**config.mk**
```make
export PLATFORM = sky130hd
export DESIGN_NAME = keypad_fifo_reader
export DESIGN_NICKNAME = d
export VERILOG_FILES = /design/src/rtl/keypad_fifo_reader.sv
export SDC_FILE = /design/constraint.sdc
export NUM_CORES = 1
export LEC_CHECK = 0
export BUFFER_PORTS_ARGS = -buffer_cell sky130_fd_sc_hd__buf_2
export CAP_MARGIN = 5
export CORE_UTILIZATION = 40
export DETAILED_ROUTE_END_ITERATION = 12
export SLEW_MARGIN = 40
export SYNTH_ARGS = -nofsm -noshare
export SYNTH_HDL_FRONTEND = slang
export SYNTH_SLANG_ARGS = --single-unit
```
**constraint.sdc**
```tcl
create_clock -name clock -period 3.3 [get_ports clock]
set_clock_uncertainty 0.2 [all_clocks]
set_input_delay 0.33 -clock clock [delete_from_list [all_inputs] [get_ports clock]]
set_output_delay 0.33 -clock clock [all_outputs]
set_load 0.01 [all_outputs]
```
**src/rtl/keypad_fifo_reader.sv**
```systemverilog
// Read-side controller for the keypad FIFO: pops keycodes, drives the two-digit
// display and pairs keycodes into bytes offered over a valid/ready handshake.
module keypad_fifo_reader #(
  parameter int                    DATA_WIDTH  = 4,
  parameter int                    HOLD_CYCLES = 16,
  parameter logic [DATA_WIDTH-1:0] CLEAR_CODE  = 4'hF
) (
  input  logic                    clock,
  input  logic                    reset,
  input  logic                    empty,
  input  logic [DATA_WIDTH-1:0]   fifo_data,
  output logic                    read,
  output logic [DATA_WIDTH-1:0]   left_digit,
  output logic [DATA_WIDTH-1:0]   right_digit,
  output logic                    digits_valid,
  output logic                    pending,
  output logic [2*DATA_WIDTH-1:0] byte_out,
  output logic                    byte_valid,
  input  logic                    byte_ready
);

  localparam logic [15:0] HOLD_INIT = 16'(HOLD_CYCLES);

  typedef enum logic [1:0] {
    IDLE = 2'd0,
    POP  = 2'd1,
    WAIT = 2'd2,
    HOLD = 2'd3
  } state_t;

  state_t      state_reg;
  logic [15:0] hold_cnt_reg;

  always_ff @(posedge clock or negedge reset) begin
    if (!reset) begin
      state_reg    <= IDLE;
      hold_cnt_reg <= '0;
      read         <= 1'b0;
      left_digit   <= '0;
      right_digit  <= '0;
      digits_valid <= 1'b0;
      pending      <= 1'b0;
      byte_out     <= '0;
      byte_valid   <= 1'b0;
    end else begin
      // Transfer first; a low-nibble capture below can re-arm byte_valid.
      if (byte_valid && byte_ready) begin
        byte_valid <= 1'b0;
      end

      case (state_reg)
        IDLE: begin
          // A full entry waiting on the consumer blocks further pops.
          if (!empty && !(pending && byte_valid)) begin
            state_reg <= POP;
            read      <= 1'b1;
          end
        end

        POP: begin
          read      <= 1'b0;
          state_reg <= WAIT;
        end

        WAIT: begin
          state_reg    <= HOLD;
          hold_cnt_reg <= HOLD_INIT;
          if (fifo_data == CLEAR_CODE) begin
            left_digit   <= '0;
            right_digit  <= '0;
            digits_valid <= 1'b0;
            pending      <= 1'b0;
          end else if (!pending) begin
            left_digit   <= fifo_data;
            right_digit  <= '0;
            digits_valid <= 1'b1;
            pending      <= 1'b1;
          end else begin
            right_digit <= fifo_data;
            byte_out    <= {left_digit, fifo_data};
            byte_valid  <= 1'b1;
            pending     <= 1'b0;
          end
        end

        HOLD: begin
          if (hold_cnt_reg <= 16'd1) begin
            state_reg <= IDLE;
          end else begin
            hold_cnt_reg <= hold_cnt_reg - 16'd1;
          end
        end

        default: state_reg <= IDLE;
      endcase
    end
  end

endmodule

```
After elaboration in Yosys (flattened, before gate mapping) --
Index checks and enable logic that the tools add are counted.
Operators by class: add/subtract/negate cells 1, order comparisons 1, equality and inequality tests 8, mux-type cells 19, bitwise logic cells 1, reductions and logical operators 13
Operator list (count):
- $pmux 16 s2 | 1
- $le 16x1->1 const B | 1
- $mux 16 | 1
- $mux 4 | 4
- $sub 16x1->16 const B | 1
- $mux 1 | 9
- $pmux 2 s4 | 1
- $reduce_and 2->1 | 4
- $ne 2x2->1 const B | 3
- $eq 2x2->1 const B | 2
- $eq 4x4->1 const B | 1
- $mux 2 | 2
- $reduce_bool 2->1 | 2
- $logic_and 1x1->1 | 3
- $reduce_and 3->1 | 1
- $eq 2x1->1 const B | 1
- $logic_not 1->1 | 2
- $logic_not 2->1 | 1
- $ne 2x1->1 const B | 1
- $pmux 1 s2 | 1
- $not 1->1 | 1
Storage, ports and cells: register bits after elaboration 38, bits of input ports 8, output and inout port bits 20, logic and storage cells 52

Depth between registers and ports, before layout --
Gate-level depths: netlist of the first run.
depth after elaboration 5, depth in mapped cells 7, mapped depth without buffers 7

Worst setup path after synthesis of the first run --
No wires, ideal clock.
path type register to register, start point register hold_cnt_reg[7], end point register state_reg[1], setup time 125 ps, arrival time 1626 ps, data required time 2975 ps, setup slack 1349 ps, cell stages (with the launch flop) 6, buffers on the path 0, period minus slack after synthesis 1951 ps, cells stage by stage dfrtp_1 nor4_4 nand4_4 o21ai_4 o21ai_2 mux2_4
Between the ends: longest elaborated chain between the ends 3
Ends and longest elaborated chain:
- start, declared | line 32 | logic [15:0] hold_cnt_reg;
- start signal, assigned | line 90 | hold_cnt_reg <= hold_cnt_reg - 16'd1;
- $le 16x1->1 | line 87 | if (hold_cnt_reg <= 16'd1) begin
- $ne 2x2->1 (no source line)
- $reduce_and 2->1 (no source line)
- end signal, assigned | line 66 | state_reg <= HOLD;
- end signal, assigned | line 88 | state_reg <= IDLE;
- end signal, assigned | line 94 | default: state_reg <= IDLE;
- end, declared | line 31 | state_t state_reg;
Every way passes these cells. A chain may end at the register's enable or synchronous reset.

Final worst setup path of the first run --
start point register state_reg[0], end point register hold_cnt_reg[10]
Between the ends: longest elaborated chain between the ends 3, elaborated cells on any way between the ends 6, classes of those cells eq/ne (3); mux (1); reduce/logical (2)
Ends and longest elaborated chain:
- start signal, assigned | line 36 | state_reg <= IDLE;
- start signal, assigned | line 55 | state_reg <= POP;
- start signal, assigned | line 62 | state_reg <= WAIT;
- $eq 2x2->1 | line 51 | case (state_reg)
- $ne 2x2->1 (no source line) / $reduce_bool 2->1 (equally long branches)
- $reduce_and 2->1 (no source line)
Several ways; a longest one is shown, not always the timed one.

==> results.sh, run 1 <==
export IMPL_clock_root_buffer="clkbuf_8"
export IMPL_syn_num_nets=199
export IMPL_setup_viol=0
export IMPL_setup_tns_ns=0
export IMPL_synth_top_area_share_pct=51.25
export IMPL_synth_top_cells_by_count="dfrtp_1 (38), nand2_1 (31), nor2_1 (18)"
export IMPL_place_port_buffers=27
export IMPL_cts_buffer_depth=2
export IMPL_dieArea_um2=4915
export IMPL_synth_cell_types=38
export IMPL_synth_edf_count=0
export IMPL_clk_pin_slew_ns=0.08
export IMPL_drt_iter0_drc=78
export IMPL_num_io_pins=28
export IMPL_end_kind="flip-flop"
export IMPL_start_util_pct=42.04
export IMPL_total_power_w=0.002118
export IMPL_max_stage_delay_ns=0.42
export IMPL_coreArea_um2=4414
export IMPL_peakVddDrop_mv=0.4983
export IMPL_antenna_found_initial=0
export IMPL_cts_max_level=2
export IMPL_dp_final_hpwl_mm=2.437
export IMPL_critPathLaunchType="flip-flop"
export IMPL_grt_start_max_net_pins=39
export IMPL_yosys_area_top_type="dfrtp_1"
export IMPL_gp_congestion=0.8185
export IMPL_synth_ff_type="dfrtp_1"
export IMPL_cp_arrival_ns=2.15
export IMPL_wl_per_cell_um=13.03
export IMPL_n_antenna_cell=0
export IMPL_p_per_area_nw_per_um2=985.7
export IMPL_fin_nets=230
export IMPL_max_slew_worst_pin_slew_ns=0.7134
export IMPL_min_period_over_period_pct=66.58
export IMPL_hold_class="in -> reg"
export IMPL_path_max_fanout=13
export IMPL_fin_util_pct=48.67
export IMPL_ys_warn_count=0
export IMPL_drc=0
export IMPL_fin_ws_ns=1.103
export IMPL_cp_required_ns=3.26
export IMPL_post_cts_buffers=0
export IMPL_maxCapViolations=0
export IMPL_die_w_um=70.11
export IMPL_cts_buffers=5
export IMPL_rsz0062_at_grt="no"
export IMPL_detail_route_vias_per_cell=5.127
export IMPL_gr_total_overflow=0
export IMPL_avgSynthCellArea_um2=10.08
export IMPL_p_leak_nw=1.052
export IMPL_grt_pass1_wl_mm=6.120
export IMPL_yosysSeqAreaShare_pct=51.25
export IMPL_crit_type="reg -> reg"
export IMPL_clk_latency_ns=0.29
export IMPL_ys_top_cells_by_area="dfrtp_1 (51%), nand2_1 (6.3%), ha_1 (4.7%), xor2_1 (4.2%), nor2_1 (3.6%)"
export IMPL_finalHoldViolations=0
export IMPL_finalCriticalPeriod_ns=2.197
export IMPL_status="finished, final reports clean"
export IMPL_cts_tree="built"
export IMPL_routed_wl_mm=3.491
export IMPL_maxSlewViolCount=0
export IMPL_crit_chain="inv_1, ha_1, nor2_1, and3b_1, nand4_1, xor2_1, nor2_1"
export IMPL_track_usage_pct=15.84
export IMPL_firstDrtPassIters=4
export IMPL_slowest_stage="ha_1"
export IMPL_grt_pass1_vias=1338
export IMPL_largest_register_ffs=16
export IMPL_synth_most_common_cell="dfrtp_1"
export IMPL_yosys_register_bits=38
export IMPL_routed_via_count=1374
export IMPL_drt_antenna_violating_nets=0
export IMPL_die_h_um=70.11
export IMPL_finalNonFillerCells=268
export IMPL_postSynth_asyncResetShare_pct=100.0
export IMPL_syn_inst=184
export IMPL_drive_gt1_share_pct=19.91
export IMPL_timing_fmax_ghz=0.4551
export IMPL_cts_sinks=38
export IMPL_relSlewSlack_pct=52.34
export IMPL_rows=24
export IMPL_place_inst=259
export IMPL_crit_path_frequent_cell="nor2_1"
export IMPL_preCtsSetupSlack_ns=1.088
export IMPL_area_growth_pct=15.78
export IMPL_syn_cell_area_um2=1856
## final timing paths
| kind | start | to | slack, ns | cells past startpoint |
|---|---|---|---|---|
| worst min register to register | byte_out[1] | byte_out[1] | 0.27 | 2 |
| worst min-delay path | byte_ready | byte_valid | 0.009 | 2 |
| min in group asynchronous | reset | hold_cnt_reg[14] | 0.33 | 2 |
| max in group asynchronous | reset | hold_cnt_reg[5] | 2.24 | 2 |
| worst max-delay path | state_reg[0] | hold_cnt_reg[10] | 1.10 | 7 |
| worst max register to register | state_reg[0] | hold_cnt_reg[10] | 1.10 | 7 |
## layout make-up
| class | instances | area (um^2) |
|---|---|---|
| inverters | 12 | 45.04 |
| fillers | 423 | 2266 |
| clock buffers | 6 | 82.58 |
| clock inverters | 2 | 12.51 |
| repair buffers | 28 | 147.6 |
| well taps | 52 | 65.06 |
| multi-input cells | 130 | 844.6 |
| flip-flops and latches | 38 | 950.9 |
## layout by cell type (no fill, tap or decap), types with 2 or more instances in the layout
cell type	instances
dfrtp_1	38
nand2_1	31
buf_2	26
nor2_1	18
inv_1	12
o21ai_0	11
xor2_1	9
nand3_1	8
ha_1	7
nand4_1	6
clkbuf_8	6
a22o_1	4
nor3_1	3
o211ai_1	3
mux2i_1	3
nor4_4	2
nor2b_1	2
o2111ai_1	2
a21o_1	2
## cell families after synthesis
logic type	after synthesis	synth area share (%)
buffers and inverters	16	3.236
DFF	38	51.25
adders and majority gates	7	4.720
and+or+nand+nor	80	22.59
muxes	4	2.427
AOI/OAI and AO/OA	29	11.06
xor gates and xnor gates	10	4.720
## worst max-delay path, delay by kind of cell, from the launching register on
family,cells,cell delay [ns]
simple gates,4,0.72
xor+xnor,1,0.17
fa+ha+maj,1,0.42
flops,1,0.41
buf+inv,1,0.13
## metrics by stage
step,hold slack (ns),area (um^2)
3_5_place_dp,0.1286,2043
3_3_place_gp,0.2550,2041
6_report,0.009231,2148
5_1_grt,0.03957,2148
4_1_cts,0.006963,2148
2_1_floorplan,-0.1656,1856
## power by group
group | switching (W) | internal, W | leakage (nW)
Clock | 0.000168 | 0.000168 | 0.0472
Sequential | 0.000164 | 0.000654 | 0.488
Combinational | 0.000569 | 0.000395 | 0.517
## metal layers
| metal | vias to the layer above | track usage, % | wire (um) |
|---|---|---|---|
| li1 | 693 | - | - |
| met4 | 0 | 6.667 | 65 |
| met3 | 6 | 3.752 | 122 |
| met5 | - | 0 | 0 |
| met1 | 647 | 21.61 | 1751 |
| met2 | 28 | 24.15 | 1551 |
## what timing repair did
| action | in CTS | in global routing |
|---|---|---|
| endpoints found under the hold margin | 38 | 0 |
| resized for setup | 0 | 0 |
| hold buffers | 1 | 0 |
No activity file was read; power rests on OpenSTA's default activity.
==> run 2, diff against run 1 <==
--- a/config.mk
+++ b/config.mk
@@ -5,6 +5,7 @@
 export SDC_FILE = /design/constraint.sdc
 export NUM_CORES = 1
 export LEC_CHECK = 0
+export ABC_AREA = 1
 export BUFFER_PORTS_ARGS = -buffer_cell sky130_fd_sc_hd__buf_2
 export CAP_MARGIN = 5
 export CORE_UTILIZATION = 40
==> constraint.sdc (replaced) <==
create_clock -name clock -period 2 [get_ports clock]
set_clock_uncertainty 0.2 [all_clocks]
set_input_delay 0.2 -clock clock [delete_from_list [all_inputs] [get_ports clock]]
set_output_delay 0.2 -clock clock [all_outputs]
set_load 0.01 [all_outputs]
==> run 2 against run 1 <==
Effect of this change:
- non-clock buffer count is 14 higher
- clock power is 140% higher
- cell count grew 32%
- clock-buffer cell count did not move
- critical endpoint is now hold_cnt_reg[5]
- die area is 5.9% higher
- global-route usage is 3.8 points higher
- via count increased by 22%
- worst hold slack improved by 0.0020 ns
- critical path depth is 1 higher
- largest cell class unchanged
==> results.sh, run 2 <==
export IMPL_status="finished, final reports clean"
export IMPL_cts_buffer_depth=2
export IMPL_antenna_found_initial=0
export IMPL_routed_via_count=1675
export IMPL_fin_nets=301
export IMPL_hold_worst_slack_ns=0.01124
export IMPL_cp_required_ns=1.98
export IMPL_drc=0
export IMPL_timing_fmax_ghz=0.5554
export IMPL_synth_edf_count=0
export IMPL_synth_cell_types=28
export IMPL_yosys_area_top_type="dfrtp_1"
export IMPL_rsz0062_at_grt="no"
export IMPL_relSlewSlack_pct=54.32
export IMPL_p_seq_share_pct=31.5
export IMPL_die_h_um=72.15
export IMPL_met2_usage_pct=30.53
export IMPL_synth_most_common_cell="nand2_1"
export IMPL_pwr_share_comb_pct=49.0
export IMPL_crit_path_frequent_cell="inv_1"
export IMPL_wl_per_cell_um=12.36
export IMPL_drt_antenna_violating_nets=0
export IMPL_finalCriticalPeriod_ns=1.800
export IMPL_cp_arrival_ns=1.78
export IMPL_syn_num_nets=257
export IMPL_critPathLaunchType="flip-flop"
export IMPL_ys_warn_count=0
export IMPL_maxSlewViolCount=0
export IMPL_crit_family="buffers and inverters"
export IMPL_path_max_fanout=9
export IMPL_min_period_over_period_pct=90.02
export IMPL_clk_latency_ns=0.29
export IMPL_cts_max_level=2
export IMPL_track_usage_pct=19.67
export IMPL_setup_viol=0
export IMPL_reg2reg_slack_ns=0.20
export IMPL_start_util_pct=41.67
export IMPL_num_io_pins=28
export IMPL_place_port_buffers=27
export IMPL_gr_total_overflow=0
export IMPL_p_leak_nw=1.260
export IMPL_maxCapViolations=0
export IMPL_peakVddDrop_mv=0.8009
export IMPL_switching_share_pct=42.86
export IMPL_crit_chain="inv_1, ha_1, inv_1, nor2_1, inv_1, buf_4, nand3_1, o21ai_0"
export IMPL_postSynth_asyncResetShare_pct=100.0
export IMPL_setup_tns_ns=0
export IMPL_internal_power_w=0.002414
export IMPL_clk_pin_slew_ns=0.08
export IMPL_synth_ff_type="dfrtp_1"
export IMPL_yosys_register_bits=38
export IMPL_end_kind="flip-flop"
export IMPL_n_fill_cell=458
export IMPL_hold_class="in -> reg"
export IMPL_avgSynthCellArea_um2=8.133
export IMPL_synth_top_cells_by_count="nand2_1 (63), dfrtp_1 (38), inv_1 (27)"
export IMPL_drt_iter0_drc=79
export IMPL_synth_top_area_share_pct=48.32
export IMPL_ys_top_cells_by_area="dfrtp_1 (48%), nand2_1 (12%), nand3_1 (5.3%), inv_1 (5.1%), nor2_1 (4.8%)"
export IMPL_gp_congestion=0.8330
export IMPL_layout_common_cells="nand2_1 (63), dfrtp_1 (38), buf_2 (27), inv_1 (26), nor2_1 (25)"
export IMPL_syn_cell_area_um2=1968
export IMPL_yosysSeqAreaShare_pct=48.32
export IMPL_rows=25
export IMPL_finalHoldViolations=0
export IMPL_grt_start_max_net_pins=30
export IMPL_drive_gt1_share_pct=21.60
export IMPL_n_antenna_cell=0
export IMPL_max_slew_worst_pin_slew_ns=0.6852
export IMPL_routed_wl_mm=4.374
export IMPL_dp_final_hpwl_mm=3.186
export IMPL_cts_tree="built"
export IMPL_grt_pass1_wl_mm=7.859
export IMPL_firstDrtPassIters=4
export IMPL_cts_buffers=5
export IMPL_coreArea_um2=4723
export IMPL_p_sw_w=0.001811
export IMPL_clock_root_buffer="clkbuf_8"
export IMPL_area_growth_pct=22.76
export IMPL_p_per_area_nw_per_um2=1749
export IMPL_gr_max_usage_layer="met2"
export IMPL_syn_inst=242
export IMPL_largest_register_ffs=16
export IMPL_cts_sinks=38
export IMPL_dieArea_um2=5205
export IMPL_grt_util_met1_pct=27.02
export IMPL_final_common_cell="nand2_1"
export IMPL_max_stage_delay_ns=0.42
export IMPL_grt_pass1_vias=1685
export IMPL_slowest_stage="dfrtp_1"
export IMPL_crit_type="reg -> reg"
export IMPL_clock_power_share_pct=19.5
export IMPL_detail_route_vias_per_cell=4.732
export IMPL_globalRouteMet3Util_pct=4.722
export IMPL_worst_path_buf_inv=4
export IMPL_die_w_um=72.15
[run 2: cell types whose count changed after synthesis, moves of 4 or more]
cell / previous run / this run
nor2_1: 18 / 25
o21ai_0: 11 / 18
nand4_1: 6 / 2
xor2_1: 9 / 2
a22o_1: 4 / 0
nand2_2: 0 / 4
o22ai_1: 0 / 5
inv_1: 12 / 27
nand3_1: 8 / 21
nand2_1: 31 / 63
[run 2: what timing repair did]
item | 4_1_cts | 5_1_grt
hold endpoints to repair | 30 | 0
hold buffers | 4 | 0
setup endpoints to repair | 0 | 9
setup buffers | 0 | 0
resized for setup | 0 | 3
[run 2: final cells by class]
| class | instances | area (um^2) | area share, % |
|---|---|---|---|
| Clock buffer | 6 | 82.58 | 3.418 |
| Clock inverter | 2 | 60.06 | 2.486 |
| Inverter | 29 | 108.9 | 4.505 |
| Multi-Input combinational cell | 170 | 868.3 | 35.94 |
| Sequential cell | 38 | 950.9 | 39.36 |
| Tap cell | 67 | 83.83 | 3.470 |
| Timing Repair Buffer | 42 | 261.5 | 10.82 |
[run 2: logic make-up (layout without fill, tap and decap cells)]
group,after synthesis,in the layout,synth area share [%]
adder cells (fa/ha/maj),7,7,4.450
flip-flops,38,38,48.32
AO/OA/AOI/OAI,31,31,8.519
AND/OR/NAND/NOR,126,126,28.48
buffers and inverters,34,79,7.566
XOR/XNOR,6,6,2.670
[run 2: worst reg2reg max path, delay by kind of cell (launching register included)]
kind | cells | cell delay [ns]
AO/OA/AOI/OAI | 1 | 0.08
adder cells (fa/ha/maj) | 1 | 0.20
flip-flops | 1 | 0.42
AND/OR/NAND/NOR | 2 | 0.22
buffers and inverters | 4 | 0.56
[run 2: stage by stage]
stage | area (um^2) | power [W] | setup slack (ns) | util [%] | cells
after detailed placement | 2230 | 0.003400 | 0.1141 | 47.21 | 342
final | 2416 | 0.004225 | 0.1996 | 51.15 | 354
after floorplan | 1968 | 0.002798 | 0.2692 | - | 242
after CTS | 2412 | 0.004244 | 0.08182 | 51.07 | 354
after global placement | 2230 | 0.003371 | 0.1887 | 47.21 | 342
after global routing | 2416 | 0.004627 | 0.01790 | 51.15 | 354
[run 2: per-layer routing]
layer	vias up	routed length, um
met5	-	0
met4	0	76
met3	9	232
met2	44	1966
met1	768	2098
li1	854	-
[run 2: power by group through the flow]
stage               sequential [W]  combinational, W  clock [W]
finish                     0.00133           0.00207   0.000823
global route               0.00138           0.00239   0.000861
CTS                        0.00133           0.00207   0.000835
detailed placement         0.00134           0.00206          0
global placement           0.00134           0.00203          0
floorplan                  0.00138           0.00141          0
[run 2: worst paths after layout]
path	cells past startpoint	endpoint	from
setup / recovery	8	hold_cnt_reg[5]	state_reg[0]
hold / removal	3	left_digit[3]	fifo_data[3]
setup reg to reg	8	hold_cnt_reg[5]	state_reg[0]
hold reg to reg	2	byte_out[4]	byte_out[4]
max in group asynchronous	3	left_digit[1]	reset
min in group asynchronous	2	hold_cnt_reg[12]	reset
